File: config.mk
export PLATFORM = sky130hd
export DESIGN_NAME = clk_div_prog_flat
export DESIGN_NICKNAME = d
export VERILOG_FILES = /design/src/rtl/clk_div_pkg.sv /design/src/rtl/clk_div_prog_if.sv /design/src/rtl/clk_div_ratio_ctrl.sv /design/src/rtl/clk_div_prog.sv /design/src/flat_wrapper.sv
export SDC_FILE = /design/constraint.sdc
export NUM_CORES = 1
export LEC_CHECK = 0
export BUFFER_PORTS_ARGS = -buffer_cell sky130_fd_sc_hd__clkbuf_2
export CAP_MARGIN = 10
export CORE_ASPECT_RATIO = 0.7
export CORE_MARGIN = 4
export CORE_UTILIZATION = 42
export CTS_CLUSTER_DIAMETER = 200
export DETAILED_ROUTE_END_ITERATION = 6
export PLACE_DENSITY_LB_ADDON = 0.12
export SYNTH_ARGS = -nofsm -noshare
export SYNTH_HDL_FRONTEND = slang
export SYNTH_SLANG_ARGS = --single-unit
export TNS_END_PERCENT = 20
File: constraint.sdc
create_clock -name clk_in -period 5.26 [get_ports clk_in]
set_input_delay 0.263 -clock clk_in [delete_from_list [all_inputs] [get_ports clk_in]]
set_output_delay 0.263 -clock clk_in [all_outputs]
set_load 0.02 [all_outputs]
File: src/rtl/clk_div_pkg.sv
// Shared constants, divisor type and helpers for the programmable clock divider.
package clk_div_pkg;

    localparam int PKG_DIV_W   = 8;
    localparam int PKG_DEF_DIV = 3;
    localparam int PKG_MIN_DIV = 2;

    typedef logic [PKG_DIV_W-1:0] div_t;

    // floor(N/2): number of whole clk_in cycles clk_out stays high
    function automatic div_t half_of(div_t n);
        return n >> 1;
    endfunction

    // Divisors below the minimum would give a degenerate output
    function automatic div_t clamp_div(div_t n);
        return (n < div_t'(PKG_MIN_DIV)) ? div_t'(PKG_MIN_DIV) : n;
    endfunction

endpackage

File: src/rtl/clk_div_prog_if.sv
// Ratio-change handshake between a control agent (master) and the divider (slave).
interface clk_div_prog_if
    import clk_div_pkg::*;
#(
    parameter int DIV_W = PKG_DIV_W
);
    logic             div_req;
    logic [DIV_W-1:0] div_val;
    logic             div_ack;
    logic             div_busy;
    logic [DIV_W-1:0] cur_div;

    modport master (output div_req, div_val, input div_ack, div_busy, cur_div);
    modport slave  (input div_req, div_val, output div_ack, div_busy, cur_div);
endinterface

File: src/rtl/clk_div_ratio_ctrl.sv
// Accepts a new divisor over req/ack and swaps it in only on a period wrap.
module clk_div_ratio_ctrl
    import clk_div_pkg::*;
#(
    parameter int DIV_W   = PKG_DIV_W,
    parameter int DEF_DIV = PKG_DEF_DIV,
    parameter int MIN_DIV = PKG_MIN_DIV
) (
    input  logic             clk_in,
    input  logic             rst_n,
    input  logic             wrap_i,
    input  logic             div_req_i,
    input  logic [DIV_W-1:0] div_val_i,
    output logic             div_ack_o,
    output logic             div_busy_o,
    output logic [DIV_W-1:0] cur_div_o
);
    localparam logic [DIV_W-1:0] MIN_V = DIV_W'(MIN_DIV);
    localparam logic [DIV_W-1:0] DEF_V = DIV_W'(DEF_DIV);

    logic             busy_q, busy_d;
    logic             ack_q, ack_d;
    logic [DIV_W-1:0] pend_q, pend_d;
    logic [DIV_W-1:0] cur_q, cur_d;

    // Apply a pending value at the wrap; otherwise capture a fresh request.
    // A capture never applies on the same edge, so a request arriving in the
    // boundary cycle waits a full old period. The ack cycle itself ignores
    // div_req because the requester only drops it one cycle later.
    always_comb begin
        busy_d = busy_q;
        ack_d  = 1'b0;
        pend_d = pend_q;
        cur_d  = cur_q;
        if (busy_q && wrap_i) begin
            cur_d  = pend_q;
            busy_d = 1'b0;
            ack_d  = 1'b1;
        end else if (!busy_q && !ack_q && div_req_i) begin
            pend_d = (div_val_i < MIN_V) ? MIN_V : div_val_i;
            busy_d = 1'b1;
        end
    end

    // Handshake and active-divisor state
    always_ff @(posedge clk_in or negedge rst_n) begin
        if (!rst_n) begin
            busy_q <= 1'b0;
            ack_q  <= 1'b0;
            pend_q <= DEF_V;
            cur_q  <= DEF_V;
        end else begin
            busy_q <= busy_d;
            ack_q  <= ack_d;
            pend_q <= pend_d;
            cur_q  <= cur_d;
        end
    end

    assign div_ack_o  = ack_q;
    assign div_busy_o = busy_q;
    assign cur_div_o  = cur_q;

endmodule

File: src/rtl/clk_div_prog.sv
// Runtime-programmable 50%-duty integer clock divider with glitch-free ratio change.
module clk_div_prog
    import clk_div_pkg::*;
#(
    parameter int DIV_W   = PKG_DIV_W,
    parameter int DEF_DIV = PKG_DEF_DIV,
    parameter int MIN_DIV = PKG_MIN_DIV
) (
    input  logic           clk_in,
    input  logic           rst_n,
    clk_div_prog_if.slave  bus,
    output logic           tick,
    output logic           clk_out
);
    logic [DIV_W-1:0] cnt_q, cnt_d;
    logic [DIV_W-1:0] cur_div;
    logic [DIV_W-1:0] half;
    logic             wrap;
    logic             pos_q, pos_d;
    logic             neg_q;
    logic             tick_q, tick_d;

    clk_div_ratio_ctrl #(
        .DIV_W   (DIV_W),
        .DEF_DIV (DEF_DIV),
        .MIN_DIV (MIN_DIV)
    ) u_ctrl (
        .clk_in     (clk_in),
        .rst_n      (rst_n),
        .wrap_i     (wrap),
        .div_req_i  (bus.div_req),
        .div_val_i  (bus.div_val),
        .div_ack_o  (bus.div_ack),
        .div_busy_o (bus.div_busy),
        .cur_div_o  (cur_div)
    );

    assign bus.cur_div = cur_div;
    assign half        = cur_div >> 1;

    // Next count and the high-phase decision for the cycle it starts.
    // On a wrap cnt_d is 0, which is below half for any legal divisor,
    // so using the old divisor's half here is safe across a change.
    always_comb begin
        wrap   = (cnt_q == cur_div - 1'b1);
        cnt_d  = wrap ? '0 : cnt_q + 1'b1;
        pos_d  = (cnt_d < half);
        tick_d = wrap;
    end

    // Period counter, posedge phase of clk_out and period tick
    always_ff @(posedge clk_in or negedge rst_n) begin
        if (!rst_n) begin
            cnt_q  <= '0;
            pos_q  <= 1'b0;
            tick_q <= 1'b0;
        end else begin
            cnt_q  <= cnt_d;
            pos_q  <= pos_d;
            tick_q <= tick_d;
        end
    end

    // Half-cycle delayed copy of pos_q stretches odd-ratio high phase by 0.5
    always_ff @(negedge clk_in or negedge rst_n) begin
        if (!rst_n) neg_q <= 1'b0;
        else        neg_q <= pos_q;
    end

    // neg_q is always low at a wrap, so cur_div[0] changing there is harmless
    assign clk_out = pos_q | (neg_q & cur_div[0]);
    assign tick    = tick_q;

endmodule

File: src/flat_wrapper.sv
// flat-port wrapper written by rule: the top's interface ports become plain ports
module clk_div_prog_flat import clk_div_pkg::*;
#(
    parameter int DIV_W   = PKG_DIV_W,
    parameter int DEF_DIV = PKG_DEF_DIV,
    parameter int MIN_DIV = PKG_MIN_DIV
)
  (clk_in, rst_n, tick, clk_out, bus_div_req, bus_div_val, bus_div_ack, bus_div_busy, bus_cur_div);
  clk_div_prog_if #(.DIV_W(DIV_W)) bus_i ();
  input  logic clk_in;
  input  logic rst_n;
  output logic tick;
  output logic clk_out;
  input wire logic [$bits(bus_i.div_req)-1:0] bus_div_req;
  input wire logic [$bits(bus_i.div_val)-1:0] bus_div_val;
  output wire logic [$bits(bus_i.div_ack)-1:0] bus_div_ack;
  output wire logic [$bits(bus_i.div_busy)-1:0] bus_div_busy;
  output wire logic [$bits(bus_i.cur_div)-1:0] bus_cur_div;
  assign bus_i.div_req = bus_div_req;
  assign bus_i.div_val = bus_div_val;
  assign bus_div_ack = bus_i.div_ack;
  assign bus_div_busy = bus_i.div_busy;
  assign bus_cur_div = bus_i.cur_div;
  clk_div_prog #(.DIV_W(DIV_W), .DEF_DIV(DEF_DIV), .MIN_DIV(MIN_DIV)) u_core (.clk_in(clk_in), .rst_n(rst_n), .bus(bus_i), .tick(tick), .clk_out(clk_out));
endmodule
==> impl_metrics.yaml, run 1 <==
detailed_routing:
  routed_wl_mm: 3.38
  drt_iter0_drc: 84
  via_per_inst: 5.27
  vias: 1222
  wl_per_cell_microns: 14.6
  first_pass_iters: 4
  drc_errors: 0
  antenna_left: 0
clock_network:
  cts_tree: "built"
  cts_hold_buf: 0
  cts-root-buf: "clkbuf_8"
  worstSkewPairLatency_ns: 0.29
  numClockSinks: 29
  cts-buffers-inserted: 5
  cts_resized: 0
  htreeDepth: 2
  clk_path_buf_depth: 2
  path_clk_slew_ns: 0.06
  post_cts_buffers: 0
setup_path:
  r2r_slack_ns: 2.02
  required_ns: 5.00
  crit_type: "flop to primary output"
  r2r_cells: 14
  startpoint_type: "flop"
  crit_arrival_ns: 3.57
  reg2reg_from: "u_core.u_ctrl.cur_div_o[0]"
  endpoint_kind: "primary output"
  r2r-end: "u_core.pos_q"
  path_max_fanout: 1
synthesis:
  synth_nets: 177
  synth_cell_types: 39
  synth.cell_area_sq_um: 1590
  ys_top_cells_by_area: "dfrtp_1 38%, dfstp_2 6.6%, ha_1 6.3%, nand2_1 6.2%, mux2_2 5.7%"
  ys_seq_area_share_pct: 46.1
  syn_inst: 158
  yosysTopAreaCell: "dfrtp_1"
  syn_avg_cell_area_sq_um: 10.0
  yosys_warnings: 0
  ys_ff_latch: 29
  synth_top_area_share_pct: 37.9
placed_design:
  gp_congestion: 0.790
  dp.cells: 223
  io_buffer_count: 22
  dp_hpwl_mm: 2.52
pwr:
  power_density_nw_per_um2: 237
  power.leakage_uw: 0.000910
  ir_worst_vdd_uv: 135
sta:
  hold_viol_final: 0
  rsz0062_at_grt: "no"
  tns_ns: 0
  worst_slew_pin_slew_ns: 0.716
  drv_slew: 0
  maxSlewHeadroom_pct: 52.3
  fin_skew_ns: 0.00795
  setup_violations: 0
floorplan:
  start_util_pct: 44.3
  pin_count: 23
  die_w_microns: 81.4
  dieHeight_microns: 59.4
  coreArea_sq_um: 3580
  dieArea_sq_um: 4840
  rows: 18
grt:
  grt_max_degree: 30
  grt_pass1_wl_mm: 5.91
  grt-ovfl-total: 0
  grt_usage_pct: 16.7
  antenna_found_initial: 0
  grt_pass1_vias: 1177
finish:
  area_delta_synth_final_pct: 15.1
  drive_above_1_share_pct: 25.3
  post-route-util_pct: 50.9
  fin_nets: 200
  n_antenna_cell: 0
  stdcell_count: 232
worst_hold_path:
  hold_path.class: "input port to async pin"
run:
  max-cap-violations: 0
outcome:
  status: "finished clean"
[power breakdown]
group          switching (uW)  total, uW  internal [uW]
clock                    83.0        201            118
sequential                  0        223            223
combinational            5.87       8.74           2.86
[cells in the mapped netlist, drive strengths merged]
master / instances
a211o: 1
a21o: 4
a21oi: 4
a311oi: 1
a31oi: 1
a32oi: 1
and2: 1
and3: 1
buf: 3
clkbuf: 4
dfrtn: 1
dfrtp: 24
dfstp: 4
ha: 8
inv: 10
mux2: 8
nand2: 26
nand2b: 2
nand3: 6
nand3b: 1
nand4: 1
nor2: 11
nor2b: 3
nor3: 3
nor4: 4
o2111ai: 2
o211a: 1
o211ai: 1
o21ai: 2
o221a: 1
o22a: 1
o311a: 1
o31a: 1
o41ai: 1
or4: 1
xnor2: 5
xor2: 8
[through the flow]
step | cell area, sq um | setup WS (ns) | power (uW) | hold slack (ns)
final | 1820 | 1.43 | 433 | 0.0276
after CTS | 1820 | 1.42 | 441 | 0.0424
after global routing | 1820 | 1.38 | 452 | 0.0863
after floorplan | 1590 | 1.80 | 228 | -0.0326
after detailed placement | 1720 | 1.59 | 236 | 0.348
after global placement | 1720 | 1.65 | 236 | 0.340
[worst max-delay path: stages (launching register included)]
cell and delay [ns]:
dfrtn_1 0.38, a21o_1 0.11, clkbuf_2 0.16
[layout make-up]
class / count / area, sq um
clock buffers: 7 / 96.3
multi-input cells: 112 / 774
well taps: 50 / 62.6
clock inverters: 1 / 5.00
fillers: 340 / 1760
flip-flops and latches: 29 / 731
repair buffers: 23 / 118
inverters: 10 / 37.5
[registers in the layout, summed over array words and instances (netlist names)]
signal	count
u_core.tick	1
u_core.u_ctrl.pend_q	8
u_core.u_ctrl.cur_div_o	8
u_core.cnt_q	8
u_core.u_ctrl.div_busy_o	1
u_core.neg_q	1
u_core.u_ctrl.div_ack_o	1
u_core.pos_q	1
[placed cells by master (no fill, tap or decap), types with 2 or more instances in the layout]
cell type / n
mux2_2: 8
dfrtp_1: 24
nor3_1: 3
nor2b_1: 3
xnor2_1: 5
clkbuf_8: 7
ha_1: 8
a21oi_1: 4
inv_1: 10
a21o_1: 4
dfstp_2: 4
o21ai_0: 2
o2111ai_1: 2
nand2_1: 26
nand3_1: 6
xor2_1: 8
clkbuf_2: 22
nand2b_1: 2
nor2_1: 11
nor4_1: 3
[metal layers]
layer / wire (microns) / vias to the layer above / part of all wire (%) / track usage (%)
li1: - / 596 / - / -
met4: 45 / 0 / 1.3 / 7.23
met3: 245 / 5 / 7.2 / 4.41
met1: 1700 / 585 / 50 / 25.2
met2: 1390 / 36 / 41 / 22.0
met5: 0 / - / 0 / 0
[worst max path at each step]
| stage | startpoint | to | slack [ns] |
|---|---|---|---|
| 2_1_floorplan | u_core.neg_q | clk_out | 1.80 |
| 3_3_place_gp | u_core.u_ctrl.cur_div_o[0] | u_core.pos_q | 1.65 |
| 3_5_place_dp | u_core.u_ctrl.cur_div_o[0] | u_core.pos_q | 1.59 |
| 4_1_cts | u_core.neg_q | clk_out | 1.42 |
| 5_1_grt | u_core.neg_q | clk_out | 1.38 |
| 6_report | u_core.neg_q | clk_out | 1.43 |
[logic make-up after synthesis]
family                   synth area share (%)
flip-flops                               46.1
adder cells (fa/ha/maj)                  6.31
XOR/XNOR                                 7.18
AO/OA/AOI/OAI                            11.1
multiplexers                             5.68
AND/OR/NAND/NOR                          18.6
buffers and inverters                    5.05
No activity file was read; power rests on OpenSTA's default activity.
==> run 2: changes to the inputs <==
==> constraint.sdc (replaced) <==
create_clock -name clk_in -period 3.2 [get_ports clk_in]
set_input_delay 0.16 -clock clk_in [delete_from_list [all_inputs] [get_ports clk_in]]
set_output_delay 0.16 -clock clk_in [all_outputs]
set_load 0.02 [all_outputs]
==> impl_metrics.yaml, run 2 (synthesized netlist as in run 1, its figures left out) <==
outcome:
  status: "finished clean"
placed_design:
  dp_hpwl_mm: 2.73
  dpl_cell_area_sq_um: 1760
  gp_congestion: 0.800
  io_buffer_count: 22
grt:
  grt_pass1_vias: 1267
  antenna_found_initial: 0
  grt_usage_pct: 17.8
  grt_pass1_wl_mm: 6.11
  grt-ovfl-total: 0
  grt_max_degree: 30
clock_network:
  worstSkewPairLatency_ns: 0.29
  path_clk_slew_ns: 0.06
  clk_path_buf_depth: 2
  cts-buffers-inserted: 5
  cts_tree: "built"
  cts-root-buf: "clkbuf_8"
  htreeDepth: 2
  numClockSinks: 29
finish:
  area_delta_synth_final_pct: 18.7
  final_common_cell: "nand2_1"
  fin_nets: 209
  drive_above_1_share_pct: 28.8
  final_cell_mix: "26 x nand2_1, 24 x dfrtp_1, 22 x clkbuf_2, 11 x nor2_1, 10 x inv_1"
  fillers: 327
  multiInputGateArea_sq_um: 781
  regArea_sq_um: 731
  n_antenna_cell: 0
  fin_area_sq_um: 1880
detailed_routing:
  antenna_left: 0
  routed_wl_mm: 3.73
  drc_errors: 0
  drt_iter0_drc: 73
  via_per_inst: 5.12
  first_pass_iters: 4
  vias: 1235
  wl_per_cell_microns: 15.5
sta:
  worst_slew_pin_slew_ns: 0.661
  maxSlewHeadroom_pct: 55.6
  fmax_ghz: 0.338
  finalCritPeriodShare_pct: 92.6
  min_period_ns: 2.96
  hold_viol_final: 0
  setup_violations: 0
  rsz0062_at_grt: "no"
  drv_slew: 0
  tns_ns: 0
  fin_skew_ns: 0.00587
floorplan:
  dieArea_sq_um: 4840
  rows: 18
  start_util_pct: 44.3
  dieHeight_microns: 59.4
  coreArea_sq_um: 3580
  die_w_microns: 81.4
  pin_count: 23
setup_path:
  r2r_cells: 14
  r2r-end: "u_core.pos_q"
  path_max_fanout: 11
  crit_type: "flop to flop"
  reg2reg_from: "u_core.u_ctrl.cur_div_o[1]"
  endpoint_kind: "flop"
  crit_arrival_ns: 3.19
  required_ns: 3.43
  r2r_slack_ns: 0.24
  startpoint_type: "flop"
run:
  max-cap-violations: 0
pwr:
  power_density_nw_per_um2: 358
  power.leakage_uw: 0.000952
  ir_worst_vdd_uv: 277
worst_hold_path:
  min-delay-start: "bus_div_val[0]"
  holdPathStages: 3
  hold_path.class: "input port to flop"
  min_to: "u_core.u_ctrl.pend_q[0]"
[run 2: changes by cell type in the layout (fill, tap and decap cells not counted), sizes merged]
cell / delta
clkinv: +1
dlygate4sd3: +1
clkbuf: -2
buf: +9
[run 2: metrics by stage]
step	total power, uW	setup WS [ns]	util, %	hold slack [ns]	cells
detailed placement	390	0.0579	49.2	0.195	229
global route	702	0.0261	52.6	0.0864	241
finish	674	0.238	52.6	0.0716	241
CTS	682	0.0458	51.7	0.0713	238
floorplan	374	0.176	-	-0.136	158
global placement	389	0.0374	49.2	0.185	229
[run 2: critical path: stages (launching register included)]
cell and delay (ns):
dfstp_2 0.56, inv_1 0.06, ha_1 0.24, nand2b_1 0.18, a21oi_1 0.14, a31oi_1 0.07
a21oi_2 0.26, nor3_1 0.08, buf_4 0.19, nor2b_2 0.14, ha_1 0.26, a21o_1 0.18
a21o_1 0.17, a21oi_1 0.17, o221a_2 0.20
[run 2: timing repair]
item,4_1_cts,5_1_grt
endpoints found under the hold margin,24,0
setup endpoints to repair,0,1
hold buffers,1,0
gates resized for setup,0,2
buffers inserted,0,3
[run 2: layer usage]
metal / track usage (%) / vias to the layer above / share of wire (%)
met5: 0 / - / 0
li1: - / 609 / -
met3: 4.86 / 6 / 8.4
met4: 9.16 / 0 / 1.4
met1: 24.6 / 579 / 48
met2: 25.4 / 41 / 42
[run 2: worst max-delay path by stage]
stage                                           from            to  slack, ns  cells past startpoint
final                     u_core.u_ctrl.cur_div_o[1]  u_core.pos_q       0.24                     14
after global routing      u_core.u_ctrl.cur_div_o[1]  u_core.pos_q       0.03                     14
after CTS                 u_core.u_ctrl.cur_div_o[0]  u_core.pos_q       0.05                     14
after detailed placement  u_core.u_ctrl.cur_div_o[0]  u_core.pos_q       0.06                     14
after global placement    u_core.u_ctrl.cur_div_o[0]  u_core.pos_q       0.04                     14
after floorplan           u_core.u_ctrl.cur_div_o[0]  u_core.pos_q       0.18                     13
[run 2: final cells by class]
type | instances | share of cell area, %
Inverter | 10 | 1.99
Timing Repair Buffer | 32 | 9.97
Clock inverter | 2 | 0.532
Clock buffer | 6 | 3.86
Multi-Input combinational cell | 112 | 41.5
Sequential cell | 29 | 38.8
Tap cell | 50 | 3.32
[run 2: report_power, final]
part           total (uW)  switching, uW  internal, uW
Sequential            367              0           367
Clock                 290            140           150
Combinational        16.5           10.2          6.33
==> run 3: changes to the inputs <==
--- a/config.mk
+++ b/config.mk
@@ -7,7 +7,7 @@
 export LEC_CHECK = 0
 export BUFFER_PORTS_ARGS = -buffer_cell sky130_fd_sc_hd__clkbuf_2
 export CAP_MARGIN = 10
-export CORE_ASPECT_RATIO = 0.7
+export CORE_ASPECT_RATIO = 2
 export CORE_MARGIN = 4
 export CORE_UTILIZATION = 42
 export CTS_CLUSTER_DIAMETER = 200
==> impl_metrics.yaml, run 3 (synthesized netlist as in run 1, its figures left out) <==
placed_design:
  dp_hpwl_mm: 2.89
  gp_congestion: 0.869
  dpl_cell_area_sq_um: 1780
  io_buffer_count: 22
  dp.cells: 231
setup_path:
  crit_start: "u_core.u_ctrl.cur_div_o[1]"
  crit_arrival_ns: 3.26
  path_delay_family: "compound AO/OA/AOI/OAI gates"
  r2r_slack_ns: 0.16
  cpMaxStageDelayCell: "dfstp_2"
  endpoint_kind: "flop"
  reg2reg_from: "u_core.u_ctrl.cur_div_o[1]"
  crit_chain: "inv_1 -> ha_1 -> nand2b_1 -> a21oi_1 -> a31oi_1 -> a21oi_2 -> nor3_2 -> buf_4 -> nor2b_1 -> ha_1 -> a21o_1 -> a21o_1 -> a21oi_2 -> o221a_2"
  critical_path_depth: 14
  startpoint_type: "flop"
  crit_buf_inv: 2
  r2r_cells: 14
  cpPeakStageDelay_ns: 0.59
  path_max_fanout: 10
  cp-endpoint: "u_core.pos_q"
  crit_type: "flop to flop"
  r2r-end: "u_core.pos_q"
  required_ns: 3.42
floorplan:
  rows: 31
  dieArea_sq_um: 4880
  die_w_microns: 51.4
  coreArea_sq_um: 3650
  pin_count: 23
  dieHeight_microns: 94.9
  start_util_pct: 43.5
grt:
  grt_max_degree: 29
  grt_pass1_wl_mm: 6.27
  grt_usage_pct: 17.8
  antenna_found_initial: 0
  grt-ovfl-total: 0
  grt_pass1_vias: 1378
worst_hold_path:
  hold_path.class: "input port to flop"
detailed_routing:
  wl_per_cell_microns: 15.3
  drt_iter0_drc: 28
  vias: 1257
  drc_errors: 0
  routed_wl_mm: 3.68
  via_per_inst: 5.22
  first_pass_iters: 4
  antenna_left: 0
sta:
  drv_slew: 0
  fmax_ghz: 0.329
  maxSlewHeadroom_pct: 61.4
  rsz0062_at_grt: "no"
  hold_viol_final: 0
  worst_slew_pin_slew_ns: 0.575
  min_period_ns: 3.04
  fin_skew_ns: 0.00783
  setup_violations: 0
  finalCritPeriodShare_pct: 95.0
pwr:
  ir_worst_vdd_uv: 395
  p_switching_uw: 149
  p_int_uw: 627
  power_density_nw_per_um2: 402
  power.share.clock_pct: 50.6
  netSwitchingFraction_pct: 19.2
  power.leakage_uw: 0.000965
  p_seq_share_pct: 47.3
  combPwrFrac_pct: 2.1
clock_network:
  htreeDepth: 2
  worstSkewPairLatency_ns: 0.29
  cts-root-buf: "clkbuf_8"
  path_clk_slew_ns: 0.06
  cts-buffers-inserted: 5
  numClockSinks: 29
  cts_tree: "built"
  clk_path_buf_depth: 2
finish:
  fin_nets: 210
  final_common_cell: "nand2_1"
  final_cell_mix: "26 x nand2_1, 24 x dfrtp_1, 22 x clkbuf_2, 11 x nor2_1"
  drive_above_1_share_pct: 29.7
  fin_area_sq_um: 1930
  post-route-util_pct: 52.9
  area_delta_synth_final_pct: 21.6
  n_antenna_cell: 0
  stdcell_count: 241
run:
  max-cap-violations: 0
outcome:
  status: "finished clean"
==> run 3: what timing repair did <==
action	4_1_cts	5_1_grt
resized for setup	1	2
hold endpoints to repair	24	0
buffers inserted	1	0
pin swaps	1	0
setup endpoints to repair	1	1
hold buffers	1	0
==> run 3: layer usage <==
metal | GRT usage, % | wire length, microns | vias up
li1 | - | - | 615
met1 | 16.4 | 1230 | 601
met2 | 33.2 | 2150 | 29
met3 | 3.63 | 134 | 12
met4 | 12.0 | 171 | 0
met5 | 0 | 0 | -
==> run 3: area by class of cell <==
cell class / instances / area, sq um
Inverter: 10 / 37.5
Fill cell: 356 / 1720
Clock inverter: 1 / 30.0
Multi-Input combinational cell: 112 / 787
Tap cell: 49 / 61.3
Sequential cell: 29 / 731
Clock buffer: 7 / 86.3
Timing Repair Buffer: 33 / 195
==> run 3: through the flow <==
stage / total power, uW / TNS [ns] / hold WS [ns] / worst slack (ns)
2_1_floorplan: 374 / 0 / -0.136 / 0.176
3_3_place_gp: 389 / -0.0505 / 0.208 / -0.0505
3_5_place_dp: 389 / -0.0946 / 0.212 / -0.0946
4_1_cts: 786 / 0 / 0.0662 / 0.0515
5_1_grt: 805 / 0 / 0.108 / 0.0203
6_report: 776 / 0 / 0.0728 / 0.161
==> run 3: worst min path at each step <==
stage                                    to  depth (start not counted)      startpoint  slack (ns)
floorplan                   u_core.cnt_q[0]                          0           rst_n       -0.14
global placement               u_core.pos_q                          2           rst_n        0.21
detailed placement             u_core.pos_q                          2           rst_n        0.21
CTS                 u_core.u_ctrl.pend_q[0]                          3  bus_div_val[0]        0.07
global route        u_core.u_ctrl.pend_q[6]                          3  bus_div_val[6]        0.11
finish              u_core.u_ctrl.pend_q[0]                          3  bus_div_val[0]        0.07
==> run 3: worst reg2reg max path, delay by kind of cell, from the launching register on <==
| family | cells | cell delay [ns] |
|---|---|---|
| AO/OA/AOI/OAI | 7 | 1.19 |
| adder cells (fa/ha/maj) | 2 | 0.52 |
| buffers and inverters | 2 | 0.26 |
| flip-flops | 1 | 0.59 |
| AND/OR/NAND/NOR | 3 | 0.44 |
==> run 3: power groups by stage <==
stage	Combinational, uW	Clock (uW)	Sequential, uW
6_report	16.1	392	367
5_1_grt	18.9	419	367
4_1_cts	17.0	403	367
3_5_place_dp	16.0	0	374
3_3_place_gp	15.6	0	374
2_1_floorplan	0.593	0	374
